[src/rtl/mod_exp_ctrl_pkg.sv]
// Shared types and constants for the Montgomery modular-exponentiation controller
// and its bit-serial MonMult engine.
package mod_exp_ctrl_pkg;

    localparam int DEF_WIDTH    = 64;
    localparam int DEF_EXP_BITS = 64;

    localparam logic [DEF_WIDTH-1:0] ONE = 64'd1;

    typedef enum logic [2:0] {
        IDLE        = 3'd0,
        TO_MONT_X   = 3'd1,
        TO_MONT_ONE = 3'd2,
        SQUARE      = 3'd3,
        MULT        = 3'd4,
        FROM_MONT   = 3'd5,
        DONE        = 3'd6
    } state_t;

    typedef enum logic [1:0] {
        MM_IDLE = 2'd0,
        MM_RUN  = 2'd1,
        MM_WAIT = 2'd2
    } mm_state_t;

    // One radix-2 Montgomery step: (s + a_bit*b + q*m) / 2, with q chosen so the sum is even.
    // Two guard bits keep s < 4m without overflow.
    function automatic logic [DEF_WIDTH+1:0] mm_step(
        input logic [DEF_WIDTH+1:0] s,
        input logic [DEF_WIDTH-1:0] b,
        input logic [DEF_WIDTH-1:0] m,
        input logic                 a_bit
    );
        logic [DEF_WIDTH+1:0] t;
        if (a_bit) begin
            t = s + {2'b00, b};
        end else begin
            t = s;
        end
        if (t[0]) begin
            t = t + {2'b00, m};
        end else begin
            t = t;
        end
        return t >> 1;
    endfunction

endpackage

[src/rtl/mod_exp_ctrl_if.sv]
// Request/result bundle for mod_exp_ctrl: operands and start from the host,
// result, busy and done back from the engine.
interface mod_exp_ctrl_if
    import mod_exp_ctrl_pkg::*;
#(
    parameter int WIDTH    = DEF_WIDTH,
    parameter int EXP_BITS = DEF_EXP_BITS
) ();

    logic                start;
    logic [WIDTH-1:0]    X;
    logic [EXP_BITS-1:0] E;
    logic [WIDTH-1:0]    M;
    logic [WIDTH-1:0]    R2;
    logic [WIDTH-1:0]    Y;
    logic                busy;
    logic                done;

    modport master (
        output start, X, E, M, R2,
        input  Y, busy, done
    );

    modport slave (
        input  start, X, E, M, R2,
        output Y, busy, done
    );

endinterface

[src/rtl/mod_exp_ctrl_monmult.sv]
// Bit-serial Montgomery multiplier: P = A*B*2^-64 mod M, one A bit per cycle.
// is_ready pulses once per GO-high interval; a new operation starts only after GO drops.
module mod_exp_ctrl_monmult
    import mod_exp_ctrl_pkg::*;
(
    input  logic                 pclk,
    input  logic                 nreset,
    input  logic                 GO,
    input  logic [DEF_WIDTH-1:0] A,
    input  logic [DEF_WIDTH-1:0] B,
    input  logic [DEF_WIDTH-1:0] M,
    output logic [DEF_WIDTH-1:0] P,
    output logic                 is_ready
);

    mm_state_t            st_r;
    logic [DEF_WIDTH-1:0] a_r;
    logic [DEF_WIDTH-1:0] b_r;
    logic [DEF_WIDTH-1:0] m_r;
    logic [DEF_WIDTH+1:0] s_r;
    logic [6:0]           cnt_r;
    logic [DEF_WIDTH-1:0] p_r;
    logic                 rdy_r;

    logic [DEF_WIDTH+1:0] s_next_s;
    logic [DEF_WIDTH-1:0] p_next_s;

    // Next accumulator value and the final conditional subtraction.
    always_comb begin
        s_next_s = mm_step(s_r, b_r, m_r, a_r[0]);
        if (s_next_s >= {2'b00, m_r}) begin
            p_next_s = 64'(s_next_s - {2'b00, m_r});
        end else begin
            p_next_s = 64'(s_next_s);
        end
    end

    // Operation sequencer and datapath registers.
    always_ff @(posedge pclk) begin
        if (!nreset) begin
            st_r  <= MM_IDLE;
            a_r   <= 64'd0;
            b_r   <= 64'd0;
            m_r   <= 64'd0;
            s_r   <= 66'd0;
            cnt_r <= 7'd0;
            p_r   <= 64'd0;
            rdy_r <= 1'b0;
        end else begin
            case (st_r)
                MM_IDLE: begin
                    rdy_r <= 1'b0;
                    if (GO) begin
                        a_r   <= A;
                        b_r   <= B;
                        m_r   <= M;
                        s_r   <= 66'd0;
                        cnt_r <= 7'd0;
                        st_r  <= MM_RUN;
                    end
                end
                MM_RUN: begin
                    s_r   <= s_next_s;
                    a_r   <= a_r >> 1;
                    cnt_r <= cnt_r + 7'd1;
                    if (cnt_r == 7'(DEF_WIDTH - 1)) begin
                        p_r   <= p_next_s;
                        rdy_r <= 1'b1;
                        st_r  <= MM_WAIT;
                    end
                end
                MM_WAIT: begin
                    rdy_r <= 1'b0;
                    if (!GO) begin
                        st_r <= MM_IDLE;
                    end
                end
                default: begin
                    rdy_r <= 1'b0;
                    st_r  <= MM_IDLE;
                end
            endcase
        end
    end

    assign P        = p_r;
    assign is_ready = rdy_r;

endmodule

[src/rtl/mod_exp_ctrl.sv]
// Left-to-right square-and-multiply modular exponentiation in the Montgomery domain,
// sequencing a single shared MonMult engine through a GO/is_ready handshake.
module mod_exp_ctrl
    import mod_exp_ctrl_pkg::*;
#(
    parameter int EXP_BITS = DEF_EXP_BITS,
    parameter int WIDTH    = DEF_WIDTH
) (
    input  logic          pclk,
    input  logic          reset,
    mod_exp_ctrl_if.slave bus
);

    localparam int IDX_W = $clog2(EXP_BITS);

    state_t              state_r;
    logic [WIDTH-1:0]    x_r;
    logic [EXP_BITS-1:0] e_r;
    logic [WIDTH-1:0]    m_r;
    logic [WIDTH-1:0]    r2_r;
    logic [WIDTH-1:0]    xb_r;
    logic [WIDTH-1:0]    ab_r;
    logic [WIDTH-1:0]    y_r;
    logic [6:0]          idx_r;
    logic                busy_r;
    logic                done_r;

    logic [WIDTH-1:0]    mm_A;
    logic [WIDTH-1:0]    mm_B;
    logic                mm_GO;
    logic [WIDTH-1:0]    mm_P;
    logic                mm_is_ready;

    logic [WIDTH-1:0]    op_a_s;
    logic [WIDTH-1:0]    op_b_s;
    logic                e_bit_s;
    logic                last_bit_s;

    assign e_bit_s    = e_r[idx_r[IDX_W-1:0]];
    assign last_bit_s = (idx_r == 7'd0);

    // Operand selection for the MonMult issued in the current state.
    always_comb begin
        op_a_s = ab_r;
        op_b_s = ab_r;
        case (state_r)
            TO_MONT_X: begin
                op_a_s = x_r;
                op_b_s = r2_r;
            end
            TO_MONT_ONE: begin
                op_a_s = ONE;
                op_b_s = r2_r;
            end
            SQUARE: begin
                op_a_s = ab_r;
                op_b_s = ab_r;
            end
            MULT: begin
                op_a_s = ab_r;
                op_b_s = xb_r;
            end
            FROM_MONT: begin
                op_a_s = ab_r;
                op_b_s = ONE;
            end
            default: begin
                op_a_s = ab_r;
                op_b_s = ab_r;
            end
        endcase
    end

    // Control FSM: every operation state raises GO with registered operands, waits for
    // is_ready, captures the product and drops GO for one cycle before the next operation.
    always_ff @(posedge pclk) begin
        if (reset) begin
            state_r <= IDLE;
            x_r     <= '0;
            e_r     <= '0;
            m_r     <= '0;
            r2_r    <= '0;
            xb_r    <= '0;
            ab_r    <= '0;
            y_r     <= '0;
            idx_r   <= 7'(EXP_BITS - 1);
            busy_r  <= 1'b0;
            done_r  <= 1'b0;
            mm_A    <= '0;
            mm_B    <= '0;
            mm_GO   <= 1'b0;
        end else begin
            done_r <= 1'b0;
            case (state_r)
                IDLE: begin
                    if (bus.start) begin
                        x_r     <= bus.X;
                        e_r     <= bus.E;
                        m_r     <= bus.M;
                        r2_r    <= bus.R2;
                        idx_r   <= 7'(EXP_BITS - 1);
                        busy_r  <= 1'b1;
                        state_r <= TO_MONT_X;
                    end
                end
                TO_MONT_X, TO_MONT_ONE, SQUARE, MULT, FROM_MONT: begin
                    if (!mm_GO) begin
                        mm_A  <= op_a_s;
                        mm_B  <= op_b_s;
                        mm_GO <= 1'b1;
                    end else if (mm_is_ready) begin
                        mm_GO <= 1'b0;
                        case (state_r)
                            TO_MONT_X: begin
                                xb_r    <= mm_P;
                                state_r <= TO_MONT_ONE;
                            end
                            TO_MONT_ONE: begin
                                ab_r    <= mm_P;
                                state_r <= SQUARE;
                            end
                            SQUARE: begin
                                ab_r <= mm_P;
                                if (e_bit_s) begin
                                    state_r <= MULT;
                                end else if (last_bit_s) begin
                                    state_r <= FROM_MONT;
                                end else begin
                                    idx_r <= idx_r - 7'd1;
                                end
                            end
                            MULT: begin
                                ab_r <= mm_P;
                                if (last_bit_s) begin
                                    state_r <= FROM_MONT;
                                end else begin
                                    idx_r   <= idx_r - 7'd1;
                                    state_r <= SQUARE;
                                end
                            end
                            FROM_MONT: begin
                                y_r     <= mm_P;
                                done_r  <= 1'b1;
                                busy_r  <= 1'b0;
                                state_r <= DONE;
                            end
                            default: begin
                                state_r <= IDLE;
                            end
                        endcase
                    end
                end
                DONE: begin
                    state_r <= IDLE;
                end
                default: begin
                    busy_r  <= 1'b0;
                    mm_GO   <= 1'b0;
                    state_r <= IDLE;
                end
            endcase
        end
    end

    mod_exp_ctrl_monmult u_monmult (
        .pclk     (pclk),
        .nreset   (~reset),
        .GO       (mm_GO),
        .A        (mm_A),
        .B        (mm_B),
        .M        (m_r),
        .P        (mm_P),
        .is_ready (mm_is_ready)
    );

    assign bus.Y    = y_r;
    assign bus.busy = busy_r;
    assign bus.done = done_r;

endmodule

[src/flat_wrapper.sv]
// flat-port wrapper written by rule: the top's interface ports become plain ports
module mod_exp_ctrl_flat import mod_exp_ctrl_pkg::*;
#(
    parameter int EXP_BITS = DEF_EXP_BITS,
    parameter int WIDTH    = DEF_WIDTH
)
  (pclk, reset, bus_start, bus_X, bus_E, bus_M, bus_R2, bus_Y, bus_busy, bus_done);
  mod_exp_ctrl_if #(.WIDTH(WIDTH), .EXP_BITS(EXP_BITS)) bus_i ();
  input  logic pclk;
  input  logic reset;
  input wire logic [$bits(bus_i.start)-1:0] bus_start;
  input wire logic [$bits(bus_i.X)-1:0] bus_X;
  input wire logic [$bits(bus_i.E)-1:0] bus_E;
  input wire logic [$bits(bus_i.M)-1:0] bus_M;
  input wire logic [$bits(bus_i.R2)-1:0] bus_R2;
  output wire logic [$bits(bus_i.Y)-1:0] bus_Y;
  output wire logic [$bits(bus_i.busy)-1:0] bus_busy;
  output wire logic [$bits(bus_i.done)-1:0] bus_done;
  assign bus_i.start = bus_start;
  assign bus_i.X = bus_X;
  assign bus_i.E = bus_E;
  assign bus_i.M = bus_M;
  assign bus_i.R2 = bus_R2;
  assign bus_Y = bus_i.Y;
  assign bus_busy = bus_i.busy;
  assign bus_done = bus_i.done;
  mod_exp_ctrl #(.EXP_BITS(EXP_BITS), .WIDTH(WIDTH)) u_core (.pclk(pclk), .reset(reset), .bus(bus_i));
endmodule
[config.mk]
export PLATFORM = sky130hd
export DESIGN_NAME = mod_exp_ctrl_flat
export DESIGN_NICKNAME = d
export VERILOG_FILES = /design/src/rtl/mod_exp_ctrl_pkg.sv /design/src/rtl/mod_exp_ctrl_if.sv /design/src/rtl/mod_exp_ctrl_monmult.sv /design/src/rtl/mod_exp_ctrl.sv /design/src/flat_wrapper.sv
export SDC_FILE = /design/constraint.sdc
export NUM_CORES = 2
export LEC_CHECK = 0
export ABC_CLOCK_PERIOD_IN_PS = 11300
export CAP_MARGIN = 10
export CORE_ASPECT_RATIO = 0.75
export CORE_UTILIZATION = 60
export CTS_BUF_LIST = sky130_fd_sc_hd__clkbuf_4
export DETAILED_ROUTE_END_ITERATION = 7
export GPL_TIMING_DRIVEN = 1
export MAX_ROUTING_LAYER = met4
export PLACE_DENSITY_LB_ADDON = 0.12
export REMOVE_ABC_BUFFERS = 1
export SLEW_MARGIN = 20
export SYNTH_ARGS = -nofsm -noshare
export SYNTH_HDL_FRONTEND = slang
export SYNTH_SLANG_ARGS = --single-unit
[constraint.sdc]
create_clock -name pclk -period 11.3 [get_ports pclk]
set_input_delay 1.13 -clock pclk [delete_from_list [all_inputs] [get_ports pclk]]
set_output_delay 1.13 -clock pclk [all_outputs]
set_load 0.02 [all_outputs]
==> qor.yml <==
critPathMostFrequentCell: "o21ai_1"
yosys_most_used_dff: "dfxtp_1"
grt_overflow_total: 0
whs_ns: 0.444
grt_pass1_vias: 43300
synthXorXnorAreaFrac_pct: 3.44
fp-row-count: 88
start_kind: "flop"
slew_violations: 0
syn_avg_cell_area_sq_um: 7.75
worstMarginPinSlew_ns: 1.11
core_area_sq_um: 77500
synthArstFlopShare_pct: 0
regMostFlops: "u_core.u_monmult.s_r"
largest_reg_flops: 65
antenna_found_initial: 10
fp.dieH_um: 245
clock_latency_ns: 1.13
synth_edf_count: 0
fin_nets: 6725
cts_made_buffers: 214
totalWireLength_um: 158000
drtAntennaViolNets: 0
ys_warn_count: 0
seq_area_frac_synth_pct: 38.9
hold_buffers: 0
synth_area_leaders: "dfxtp_1 (39%), nand2_1 (12%), a21oi_1 (9.9%), ha_1 (5.2%), clkbuf_1 (3.4%)"
io_buffers: 324
netlist_instances: 6107
yosysTopAreaCellShare_pct: 38.9
skew_ns: 0.0673
pin_count: 325
grt_use_met3_pct: 6.11
cp.required_ns: 12.22
drt_pass1_iterations: 6
grt_max_degree: 228
ys_seq_elements: 920
cts.path.max_buffers: 3
met2_usage_pct: 60.1
die_w_um: 326
p_leak_nw: 20.6
synth_compound_area_share_pct: 24.3
crit_arrival_ns: 11.24
min_period_ns: 10.32
use_met1_pct: 50.7
setup_viol: 0
vias_per_cell: 6.21
maxCapViolations: 0
cts_tree: "yes"
final_core_util_pct: 69.3
powerDensity_nw_per_um2: 143
hold-path-cell-count: 2
root_buffer: "clkbuf_4"
clkTransAtPathRegs_ns: 0.07
yosys.area_share.adder_pct: 5.33
synthSimpleGateAreaFrac_pct: 20.0
rsz0062_at_grt: "false"
grt_first_pass_wirelength_um: 243000
synthMuxAreaShare_pct: 3.30
slew_headroom_pct: 26.3
fp.dieArea_sq_um: 80000
critPathCaptureType: "flop"
start_util_pct: 61.0
htree_num_levels: 4
crit_cells: 34
drive_above_1_share_pct: 8.32
timing.final.hold_violations: 0
hp-class: "flop to flop"
synth_top_family_by_area: "compound AO/OA/AOI/OAI gates"
cpMaxStageDelayCell: "a21oi_1"
grt_usage_pct: 39.5
critical_path.max_stage_delay_ns: 0.73
wl_per_cell_um: 21.2
power_w: 0.00768
vias: 46400
top_usage_layer: "met2"
ys_types: 90
r2r_cells: 34
hpwl_um: 111000
cts_resized: 0
max-vdd-ir-drop_mv: 0.138
drt_iter0_drc: 4571
drcViolationCount: 0
critPathBufInv: 3
synthToLayoutAreaGrowth_pct: 13.5
post_cts.repair.setup_buffers: 0
cp_top_family: "compound AO/OA/AOI/OAI gates"
crit_path_max_fanout: 22
timing.final.crit_share_pct: 91.3
cts.sinks: 920
syn-cell-area_sq_um: 47300
crit_type: "flop to flop"
status: "completed"
yosysTopAreaCell: "dfxtp_1"
place_congestion: 1.01
timing.fmax_mhz: 96.9
-- tightest hold or removal path: cells and delay by family, from the launching register on --
| family | cells | cell delay, ns |
|---|---|---|
| flip-flops | 1 | 0.32 |
| AO/OA/AOI/OAI | 1 | 0.05 |
| AND/OR/NAND/NOR | 1 | 0.05 |
-- worst paths after layout --
kind / from / endpoint / slack [ns]
setup reg to reg: u_core.u_monmult.s_r[0] / u_core.u_monmult.P[5] / 0.98
hold reg to reg: u_core.mm_B[45] / u_core.u_monmult.b_r[45] / 0.44
setup / recovery: u_core.u_monmult.s_r[0] / u_core.u_monmult.P[5] / 0.98
hold / removal: u_core.mm_B[45] / u_core.u_monmult.b_r[45] / 0.44
-- cells in the mapped netlist (all sizes together), types with 8 or more instances --
| cell | number |
|---|---|
| nand2 | 1456 |
| a21oi | 939 |
| dfxtp | 920 |
| clkbuf | 429 |
| nor2 | 328 |
| o21ai | 215 |
| ha | 196 |
| a221oi | 130 |
| inv | 120 |
| nor3 | 116 |
| xnor2 | 102 |
| a211oi | 93 |
| a21o | 84 |
| xor2 | 84 |
| a22oi | 69 |
| nor3b | 67 |
| a22o | 64 |
| nand4 | 59 |
| mux2 | 52 |
| mux2i | 49 |
| nand3 | 49 |
| o21bai | 44 |
| a31oi | 32 |
| o211ai | 28 |
| buf | 27 |
| nor2b | 26 |
| o21a | 26 |
| and3 | 25 |
| nand2b | 25 |
| mux4 | 21 |
| or3 | 19 |
| o31ai | 17 |
| or2 | 16 |
| a21boi | 12 |
| and2 | 12 |
| a211o | 11 |
| a311oi | 10 |
| or4 | 10 |
| a221o | 9 |
| and4 | 9 |
| nor4 | 8 |
| o21ba | 8 |
| o41ai | 8 |
-- power by group --
group	leakage, nW	switching (W)	internal, W	total [W]
logic	11.5	0.000901	0.000562	0.00146
registers	7.47	0.0000959	0.00338	0.00348
clock network	1.64	0.00140	0.00134	0.00274
total	20.6	0.00240	0.00528	0.00768
-- metrics by stage --
| stage | std cells | setup TNS, ns | instance area, sq um | setup slack [ns] |
|---|---|---|---|---|
| 5_1_grt | 7478 | 0 | 53700 | 0.354 |
| 3_3_place_gp | 7085 | 0 | 50900 | 1.56 |
| 4_1_cts | 7468 | 0 | 53700 | 1.29 |
| 2_1_floorplan | 5651 | -1607.17 | 45600 | -7.51 |
| 3_5_place_dp | 7085 | 0 | 50900 | 1.36 |
| 6_report | 7480 | 0 | 53700 | 0.981 |
-- layout by cell type, fill, tap and decap left out, drive strengths merged, types with 32 or more instances in the layout --
master            n
a21o             84
nor2            328
a31oi            32
o21ai           215
ha              196
a21oi           939
buf              77
mux2             52
clkinv           67
xor2             84
nand2          1456
xnor2           102
dfxtp           920
nand3            49
mux2i            49
nor3b            67
clkbuf          309
o21bai           44
a211oi           93
a22o             64
nor3            116
nand4            59
a22oi            69
inv             126
clkdlybuf4s50   323
a221oi          130
-- final cells by class --
cell class	count	area [sq um]
multi-input cells	4607	26800
fillers	6577	23800
flip-flops and latches	920	18400
repair buffers	400	3890
clock buffers	309	2320
well taps	1035	1290
inverters	124	465
clock inverters	74	460
diodes	11	27.5
-- layer usage --
metal  vias to the layer above  wire length [um]
met3                       392             12400
li1                      21900                 -
met2                      2052             72000
met5                         -                 0
met4                         0              7590
met1                     22000             66100
-- kinds of logic (layout without fill, tap and decap cells) --
logic type | after synthesis | in the layout
AOI/OAI and AO/OA | 1865 | 1865
and+or+nand+nor | 2234 | 2234
xor gates and xnor gates | 186 | 186
muxes | 122 | 122
DFF | 920 | 920
adders and majority gates | 200 | 200
other | 0 | 11
buffers and inverters | 580 | 907
(Power assumes the default switching activity.)
